===== config.mk =====
export PLATFORM = sky130hd
export DESIGN_NAME = rf_writeback_arbiter
export DESIGN_NICKNAME = d
export VERILOG_FILES = /design/src/rtl/rf_writeback_arbiter.sv
export SDC_FILE = /design/constraint.sdc
export NUM_CORES = 1
export LEC_CHECK = 0
export CAP_MARGIN = 25
export CORE_AREA = 3 3 142 144
export CTS_CLUSTER_SIZE = 10
export DETAILED_ROUTE_END_ITERATION = 6
export DIE_AREA = 0 0 145 147
export PLACE_DENSITY = 0.77
export SLEW_MARGIN = 0
export SYNTH_ARGS = -nofsm -noshare
export SYNTH_HDL_FRONTEND = slang
export SYNTH_SLANG_ARGS = --single-unit

===== constraint.sdc =====
create_clock -name clk -period 1.7 [get_ports clk]
set_input_delay 0.34 -clock clk [delete_from_list [all_inputs] [get_ports clk]]
set_output_delay 0.34 -clock clk [all_outputs]
set_load 0.03 [all_outputs]

===== src/rtl/rf_writeback_arbiter.sv =====
// Register file writeback arbiter.
// Round-robin arbitration between the ALU pipe and the LSU into a one-entry
// registered stage that drives the register file write port. The staged
// write is forwarded to both read ports so same-cycle readers see it, and a
// stall input freezes the stage for a debug/dump agent.
module rf_writeback_arbiter #(
  parameter int DATA_W = 64,
  parameter int ADDR_W = 5,
  parameter int CNT_W  = 16
) (
  input  logic              clk,
  input  logic              reset,
  input  logic              alu_valid,
  output logic              alu_ready,
  input  logic [ADDR_W-1:0] alu_rd,
  input  logic [DATA_W-1:0] alu_data,
  input  logic              lsu_valid,
  output logic              lsu_ready,
  input  logic [ADDR_W-1:0] lsu_rd,
  input  logic [DATA_W-1:0] lsu_data,
  input  logic              rf_stall,
  output logic              rf_we,
  output logic [ADDR_W-1:0] rf_waddr,
  output logic [DATA_W-1:0] rf_wdata,
  input  logic [ADDR_W-1:0] rs1_addr,
  input  logic [ADDR_W-1:0] rs2_addr,
  output logic              rs1_fwd_hit,
  output logic [DATA_W-1:0] rs1_fwd_data,
  output logic              rs2_fwd_hit,
  output logic [DATA_W-1:0] rs2_fwd_data,
  output logic [CNT_W-1:0]  conflict_cnt
);

  logic              r_stage_valid;
  logic [ADDR_W-1:0] r_stage_rd;
  logic [DATA_W-1:0] r_stage_data;
  logic              r_last_grant;  // 0 = ALU, 1 = LSU
  logic [CNT_W-1:0]  r_conflict_cnt;

  logic w_stage_free;
  logic w_grant_alu;
  logic w_grant_lsu;
  logic w_hs_alu;
  logic w_hs_lsu;
  logic w_conflict;

  // Stage accepts a new entry whenever it is empty or draining this cycle.
  always_comb begin
    w_stage_free = !r_stage_valid || !rf_stall;
    w_conflict   = alu_valid && lsu_valid;
    // Under contention the requester that did not win last time goes first.
    w_grant_alu  = alu_valid && (!lsu_valid || r_last_grant);
    w_grant_lsu  = lsu_valid && (!alu_valid || !r_last_grant);
    alu_ready    = w_grant_alu && w_stage_free;
    lsu_ready    = w_grant_lsu && w_stage_free;
    w_hs_alu     = alu_valid && alu_ready;
    w_hs_lsu     = lsu_valid && lsu_ready;
  end

  // Write port and forwarding views of the stage; x0 never writes or forwards.
  always_comb begin
    rf_we        = r_stage_valid && !rf_stall && (r_stage_rd != '0);
    rf_waddr     = r_stage_rd;
    rf_wdata     = r_stage_data;
    rs1_fwd_hit  = r_stage_valid && (r_stage_rd == rs1_addr) && (rs1_addr != '0);
    rs2_fwd_hit  = r_stage_valid && (r_stage_rd == rs2_addr) && (rs2_addr != '0);
    rs1_fwd_data = r_stage_data;
    rs2_fwd_data = r_stage_data;
    conflict_cnt = r_conflict_cnt;
  end

  // Output stage: load on handshake, empty on drain, hold while stalled.
  always_ff @(posedge clk) begin
    if (reset) begin
      r_stage_valid <= 1'b0;
      r_stage_rd    <= '0;
      r_stage_data  <= '0;
      r_last_grant  <= 1'b1;
    end else if (w_hs_alu) begin
      r_stage_valid <= 1'b1;
      r_stage_rd    <= alu_rd;
      r_stage_data  <= alu_data;
      r_last_grant  <= 1'b0;
    end else if (w_hs_lsu) begin
      r_stage_valid <= 1'b1;
      r_stage_rd    <= lsu_rd;
      r_stage_data  <= lsu_data;
      r_last_grant  <= 1'b1;
    end else if (w_stage_free) begin
      r_stage_valid <= 1'b0;
    end
  end

  // Saturating count of cycles with both requesters valid, stall or not.
  always_ff @(posedge clk) begin
    if (reset) begin
      r_conflict_cnt <= '0;
    end else if (w_conflict && (r_conflict_cnt != '1)) begin
      r_conflict_cnt <= r_conflict_cnt + 1'b1;
    end
  end

endmodule


Word-level counts from Yosys, hierarchy flattened --
Index checks and enable logic that the tools add are counted.
Word-level totals: flip-flop bits (word level) 87, logic and storage cells 45
Cells by class: add/subtract/negate cells 1, equality and inequality tests 3, muxes and demuxes 9, reduce and logical (&&, ||, !) cells 27
Operator list (count):
- 2-to-1 mux 64 bit | 2
- adder 16 x 1 -> 16 bit, second input constant | 1
- != test 16 bit, second input constant | 1
- nonzero test 5 bit | 3
- logical AND 1 bit | 14
- == test 5 bit | 2
- 2-to-1 mux 5 bit | 2
- zero test 1 bit | 5
- 2-to-1 mux 1 bit | 5
- logical OR 1 bit | 3
- nonzero test 3 bit | 1
- nonzero test 2 bit | 1

Logic depth before layout (Yosys ltp) --
depth in word-level cells 7, mapped depth 6

Worst setup path after synthesis --
No wires, ideal clock.
path kind register to output, from register r_stage_rd[4], in the netlist rf_waddr[4], to output rs1_fwd_hit, arrival time 1861 ps, data required time 1360 ps, slack -501 ps, cell stages (with the launch flop) 4, path buffers 0, cell sequence dfxtp_1 or4_1 o21ai_0 nor4_1
On the way: word-level cells in the longest chain between the ends 3
Ends and longest elaborated chain:
- from (decl) | line 35 | logic [ADDR_W-1:0] r_stage_rd;
- from (signal assigned) | line 81 | r_stage_rd <= alu_rd;
- from (signal assigned) | line 86 | r_stage_rd <= lsu_rd;
- == test 5 bit | line 65 | rs1_fwd_hit = r_stage_valid && (r_stage_rd == rs1_addr) && (rs1_addr != '0);
- logical AND 1 bit (2 in series) | line 65
- to (decl) | line 27 | output logic rs1_fwd_hit,
Every way passes these cells.

Worst setup path in the final report --
Same ends and word-level chain as after synthesis.

==> summary.md <==
| Metric | Value |
|---|---|
| Net Sw Frac | `35.3%` |
| Port buffer count | `370` |
| Power Density | `838 nW/µm²` |
| Crit path launch type | `register` |
| GRT Util Overall | `between 15 and 20%` |
| Initial antenna violation count | `1` |
| Synth Register Bits | `87` |
| Crit-path max FO | `3` |
| CTS Root Cell | `clkbuf_16` |
| Setup Viol. Count Final | `3` |
| Synthesized Nets | `719` |
| Worst EP arrival | `1740 ps` |
| Netlist cell types | `41` |
| Via count | `5025` |
| R2R depth | `7` |
| Met2 WL post-DR | `9960 µm` |
| CTS clock-pin slew for the worst setup and hold paths | `about 70 ps` |
| Critical path class | `reg -> out` |
| Failing checks | `setup timing` |
| First-pass iteration count of the detailed router | `4` |
| Starting Density | `26.8%` |
| Crit-path most repeated cell | `buf_4` |
| Outcome | `finished, violations left` |
| Leading area contributor after synthesis | `dfxtp_1` |
| Clk buf depth | `2` |
| CP max stage delay | `360 ps` |
| Final ANT Viol Nets | `0` |
| CP endpoint kind | `primary output` |
| RD Place Congestion | `0.846` |
| Worst setup path endpoint | `rs1_fwd_hit` |
| Mapped Area | `5040 µm²` |
| Most frequent cells in the layout | `212 x dlygate4sd2_1, 148 x clkdlybuf4s50_1, 75 x dfxtp_1, 73 x nor2_1` |
| Core box area | `18800 µm²` |
| Setup TNS | `-1080 ps` |
| Die W | `145 µm` |
| Register area | `~1800 µm²` |
| Filler instances | `1823` |
| DR vias/cell | `4.47` |
| Die Height | `147 µm` |
| Clk_skew | `8.90 ps` |
| Dpl ws | `-312 ps` |
| Worst vdd ir | `0.396 mV` |
| Number of global-route vias before repair | `5207` |
| Final worst slack | `-380 ps` |
| CP required | `1360 ps` |
| Detailed-route DRC error count | `0` |
| Met1 WL | `7780 µm` |
| Leakage power | `4.38 nW` |
| Max-cap viol count | `0` |
| RSZ-0062 raised after global routing | `true` |
| Layout area overhead | `76.3%` |
| Highest metal used | `met4` |
| Slew @ Worst Pin | `464 ps` |
| Post-synthesis sequential area ratio | `34.6%` |
| R2r startpoint | `conflict_cnt[0]` |
| Top Ports | `371` |
| Post-route minimum period | `about 2100 ps` |
| FFs w/ async S/R, synth | `0%` |
| CTS tree | `yes` |
| Sequential share of power | `32.0%` |
| Post-Synthesis Cells | `approximately 570` |
| Synth top area share | `roughly a third` |
| R2r endpoint | `conflict_cnt[15]` |
| Core Rows | `50` |
| GRT overflow | `0` |
| Yosys warns | `0` |
| Most common cell after layout, fill and taps aside | `dlygate4sd2_1` |
| Metal3 WL | `1410 µm` |
| EDFF count, synth | `0` |
| Achievable clock frequency | `481 MHz` |
| Final Hold Fails | `0` |
| Largest net degree at the start of global routing | `44` |
| Critical Path Start | `rf_waddr[4]` |
| Die ar. | `21300 µm²` |
| Final period util | `122%` |
| Clk pwr share | `between 30% and 40%` |
| Slew margin rel. | `69.0%` |
| Dpl hpwl | `15800 µm` |
| Nets | `1013` |
| First-pass GRT wire length | `30000 µm` |
| Final Util | `47.2%` |
| CP max-delay cell | `dfxtp_4` |
| Sw Pwr | `2.63 mW` |
| Share of layout cells above drive strength 1 | `16.1%` |
| Footprint of the multi-input gates | `2290 µm²` |
| Internal power | `between 4 and 5 mW` |
| Num CTS Buffers | `9` |
| DR WL/cell | `approximately 17 µm` |
| Comb power frac | `between 30% and 40%` |
| DRT iter0 DRCs | `200` |
| Mean Syn Cell Area | `8.92 µm²` |
| Final Slew Violations | `0` |
| Num Clock Sinks | `87` |
| Hold crit path type | `in -> reg` |
| Final WL | `19400 µm` |
| Primary FF master, synth | `dfxtp_1` |
| Clock Latency Late Sink | `340 ps` |
| Cells along the critical path | `buf_4 > buf_4 > xnor2_2 > nand3_2 > nor4_4 > buf_12` |
| H-tree depth | `3` |
| Top cells by area, synth | `dfxtp_1 35%, buf_4 19%, mux2i_1 14%` |
| Worst reg-to-reg setup slack | `50 ps` |
worst min-delay path by stage:
| stage | start | endpoint | cells after the start | slack (ps) |
|---|---|---|---|---|
| after global routing | reset | conflict_cnt[11] | 2 | 490 |
| after floorplan | r_last_grant | r_last_grant | 1 | 480 |
| after global placement | conflict_cnt[5] | conflict_cnt[5] | 2 | 490 |
| final | reset | conflict_cnt[11] | 2 | 480 |
| after detailed placement | conflict_cnt[5] | conflict_cnt[5] | 2 | 500 |
| after CTS | reset | conflict_cnt[11] | 2 | 470 |
state kept, by name, indices dropped and copies added, names as in the netlist:
name / count
rf_wdata: 64
conflict_cnt: 16
rf_waddr: 5
r_last_grant: 1
r_stage_valid: 1
power by group through the flow:
stage / registers [mW] / logic (mW) / clock network, mW
floorplan: 2.71 / 1.53 / 0
global placement: 2.45 / 3.01 / 0
detailed placement: 2.45 / 3.04 / 0
CTS: 2.39 / 2.77 / 2.37
global route: 2.42 / 2.91 / 2.45
finish: 2.38 / 2.75 / 2.30
kinds of logic after synthesis:
family                     synth area share (%)
buffers and inverters                      22.7
and+or+nand+nor                            12.5
AOI/OAI and AO/OA                          14.1
DFF                                        34.6
muxes                                      14.2
xor gates and xnor gates                   1.74
adders and majority gates                 0.248
final cells by class:
class / instances / area share [%]
tap: 260 / 3.66
multi-input combinational: 312 / 25.8
clock inverter: 4 / 0.831
clock buffer: 12 / 3.13
inverter: 3 / 0.127
sequential: 87 / 19.9
antenna: 1 / 0.0282
timing repair buffer: 446 / 46.5
synth_stat cells (7+ instances only):
master and instances:
nor2_1 74, dfxtp_1 87, a21oi_1 16, nand2_1 10
mux2i_1 69, buf_4 128, nand4_1 7, buf_2 16
a211oi_1 69, clkbuf_1 15, o21ai_0 8
timing repair:
item                       4_1_cts  5_1_grt
pin swaps                        3        7
gates resized for setup        226       12
setup endpoints to repair      215       18
hold buffers                     0        0
setup buffers                    4        3
routing by layer:
layer / GRT usage [%] / up-vias
met5: 0 / -
met4: 4.32 / 0
met3: 5.21 / 17
met2: 32.0 / 253
met1: 20.5 / 2286
li1: - / 2469
per-stage QoR:
stage          cell area [µm²]  cells  hold WS, ps  power (mW)
2_1_floorplan             5110    565          479        4.25
4_1_cts                   8790   1121          465        7.53
6_report                  8880   1125          485        7.44
3_5_place_dp              8640   1101          502        5.49
5_1_grt                   8880   1125          492        7.77
3_3_place_gp              8640   1101          493        5.46
worst max-delay path: cells and delay by family, from the launching register on:
kind          cells  cell delay [ps]
xor+xnor          1              130
flops             1              360
buf+inv           3              440
simple gates      2              460
Note: power is estimated with default switching activity, not from simulation.
==> patch 1 (same flow settings) <==
`ADDR_W`: 5 -> 6.
--- a/src/rtl/rf_writeback_arbiter.sv
+++ b/src/rtl/rf_writeback_arbiter.sv
@@ -5,7 +5,7 @@
 // stall input freezes the stage for a debug/dump agent.
 module rf_writeback_arbiter #(
   parameter int DATA_W = 64,
-  parameter int ADDR_W = 5,
+  parameter int ADDR_W = 6,
   parameter int CNT_W  = 16
 ) (
   input  logic              clk,
Interface: changed (5 resized); port bits go from 371 to 376. The function was not compared with the original's and may differ.
==> patch 1 against the unedited design <==
- power fell by 3.9%
- fmax rose by 2.4%
- die area did not move
- sequential share of layout area rose by 0.45 points
- the flow still finishes with violations (setup timing)
- count of clock-buffer cells in the layout fell by 3
- cell count fell by 0.44%
- synthesized area rose by 0.74%
- setup slack improved by 50 ps
- sequential cell count rose by 1
- final area fell by 1.3%
- wire length rose by 1.9%
- clock power fell by 12%
==> patch 1: results <==
set metrics [dict create \
    wirelength_um 19800 \
    fill_cells 1855 \
    place_area_mm2 0.00862 \
    regToRegEndpoint "conflict_cnt[6]$_SDFFE_PP0P_" \
    fin_tns_setup_ps -916 \
    grt_pass1_vias 5104 \
    violations "setup timing" \
    vias_per_cell 4.56 \
    use_met2_pct 32.5 \
    postCtsSetupBuffers 3 \
    slew_headroom_pct 71.2 \
    port_buffers 375 \
    wl_met3_um 1620 \
    drive_gt1_share_pct 13.5 \
    syn_area_per_cell_um2 8.80 \
    setup_viol 3 \
    cpMaxStageDelayCell "or4_1" \
    gp_congestion 0.806 \
    use_met3_pct 5.92 \
    p_leak_uw 0.00431 \
    synth_area_leaders "dfxtp_1 (35%), buf_4 (19%), mux2i_1 (14%), a211oi_1 (11%), nor2_1 (6.3%)" \
    status "finished with violations" \
    whs_endpoint "conflict_cnt[0]$_SDFFE_PP0P_" \
    vdd_drop_max_uv 408 \
    finalClockSkew_ps 10.5 \
    seq_area_mm2 0.00179 \
    fin_ws_ps -330 \
    post_cts_resize_count 232 \
    dpl.hpwl_um 15800 \
    arrival_ps 1690 \
    hold_ws_ps 415 \
    route.layer.met1.wl_um 7760 \
    startpoint "rs2_addr[2]" \
    drtPass1Iterations 5 \
    grt_use_met1_pct 19.9 \
    cp_max_fo 2 \
    r2r_cells 5 \
    routedWlPerCell_um 17.7 \
    met2WireLength_um 10100 \
    synth_cell_types 37 \
    grt_max_degree 57 \
    crit_family "buffers and inverters" \
    r2r_slack_ps 50 \
    yosysSeqAreaShare_pct 34.7 \
    synth_nets 735 \
    maxUsedRoutingLayer "met5" \
    place_ws_ps -428 \
    grt_pass1_wl_um 29700 \
]
## patch 1: layout make-up
| class | instances | share of cell area, % |
|---|---|---|
| multi-input combinational | 323 | 26.2 |
| sequential | 88 | 20.4 |
| clock inverter | 7 | 0.785 |
| clock buffer | 9 | 2.57 |
| tap | 260 | 3.71 |
| inverter | 4 | 0.171 |
| timing repair buffer | 429 | 46.2 |
## patch 1: cell families after synthesis
| kind of cell | count (synthesis) | synth area share [%] |
|---|---|---|
| fa+ha+maj | 1 | 0.246 |
| compound gates | 102 | 14.3 |
| buf+inv | 166 | 22.1 |
| simple gates | 138 | 12.7 |
| xor+xnor | 11 | 1.90 |
| mux | 71 | 14.0 |
| flops | 88 | 34.7 |
## patch 1: where the power goes
part           internal [µW]  leakage (µW)  switching [µW]
Combinational           1130       0.00343            1580
Sequential              2230      0.000734             195
Clock                   1040      0.000146             977
Total                   4400       0.00431            2750
==> patch 2 (same flow settings) <==
Without the edit above. Reset style: asynchronous (`reset`), changed in 2 clocked blocks.
--- a/src/rtl/rf_writeback_arbiter.sv
+++ b/src/rtl/rf_writeback_arbiter.sv
@@ -70,7 +70,7 @@
   end
 
   // Output stage: load on handshake, empty on drain, hold while stalled.
-  always_ff @(posedge clk) begin
+  always_ff @(posedge clk or posedge reset) begin
     if (reset) begin
       r_stage_valid <= 1'b0;
       r_stage_rd    <= '0;
@@ -92,7 +92,7 @@
   end
 
   // Saturating count of cycles with both requesters valid, stall or not.
-  always_ff @(posedge clk) begin
+  always_ff @(posedge clk or posedge reset) begin
     if (reset) begin
       r_conflict_cnt <= '0;
     end else if (w_conflict && (r_conflict_cnt != '1)) begin
Behaviour: differs if reset is asserted again (counterexample within 4 cycles, from zero or initial values and one cycle with reset high); with reset held inactive, the same outputs for 10 cycles.
==> patch 2 against the unedited design <==
- the run still ends with setup timing left
- sequential cell count unchanged
- fmax is 3.4% lower
- sequential share of layout area up 5.2 points
- wire length down 9.9%
- synthesized area up 1.8%
- setup slack got worse by 72 ps
- die area stayed put
- clock power fell by 11%
- cell count down 4.6%
- power increased by 29%
- final area down 1.5%
- critical path depth is 2 lower
- largest power group unchanged
==> patch 2: results <==
set metrics [dict create \
    status "finished with violations" \
    violations "setup timing" \
    slowest_delay_ps 550 \
    yosys-mux-area-fraction_pct 13.8 \
    met2WireLength_um 9200 \
    syn_to_final_growth_pct 70.7 \
    setup_viol 4 \
    startpoint "rf_waddr[3]$_DFFE_PP0P_" \
    place_area_mm2 0.00860 \
    use_met2_pct 29.1 \
    wl_met3_um 973 \
    synth_cell_types 33 \
    synth_common_cells "buf_4 (128), dfrtp_1 (86), nand2_1 (81)" \
    routedWlPerCell_um 16.3 \
    synth_cells 532 \
    cpMaxStageDelayCell "or4_4" \
    netSwitchingFraction_pct 43.5 \
    synth_area_leaders "dfrtp_1 (42%), buf_4 (19%), mux2i_1 (13%), o21ai_0 (7.0%), nand2_1 (5.9%)" \
    powerSeq_uw 2910 \
    timing.hold.worst.class "in2async" \
    fin_ws_ps -452 \
    fill_cells 1863 \
    power.total_uw 9580 \
    pg_clk_uw 2050 \
    p_leak_uw 0.00440 \
    grt_max_degree 65 \
    finalClockSkew_ps 6.58 \
    grt_pass1_vias 4604 \
    ys.flop_type "dfrtp_1" \
    arrival_ps 1810 \
    synth_compound_area_share_pct 7.37 \
    drive_gt1_share_pct 13.3 \
    grt_use_total_pct 15.7 \
    postCtsSetupBuffers 6 \
    route.layer.met1.wl_um 7150 \
    fin_nets 962 \
    yosys.area_share.xor_xnor_pct 4.10 \
    dpl.hpwl_um 14000 \
    worst_slew_pin_slew_ps 363 \
]
==> patch 2: area by class of cell <==
cell class	instances	share of cell area [%]
well taps	260	3.72
flip-flops and latches	87	25.1
clock inverters	4	0.600
repair buffers	417	44.7
multi-input cells	290	22.7
clock buffers	12	2.93
inverters	3	0.229
==> patch 2: worst reg2reg max path: stages (launching register included) <==
cell	delay, ps
dfstp_2	530
nand2b_4	120
nand3_4	70
buf_4	130
buf_4	130
buf_12	140
buf_4	160
mux2i_1	140
o21ai_0	90
==> patch 2: path summary, 6_finish.rpt <==
check                                               end  slack, ps  depth (start not counted)
hold reg to reg            conflict_cnt[15]$_DFFE_PP0P_        480                          1
min in group clk           conflict_cnt[15]$_DFFE_PP0P_        480                          1
max in group asynchronous      r_last_grant$_DFFE_PP1P_        970                          3
setup / recovery                            rs2_fwd_hit       -450                          4
hold / removal                 rf_wdata[38]$_DFFE_PP0P_        430                          3
setup reg to reg               rf_wdata[54]$_DFFE_PP0P_         40                          8
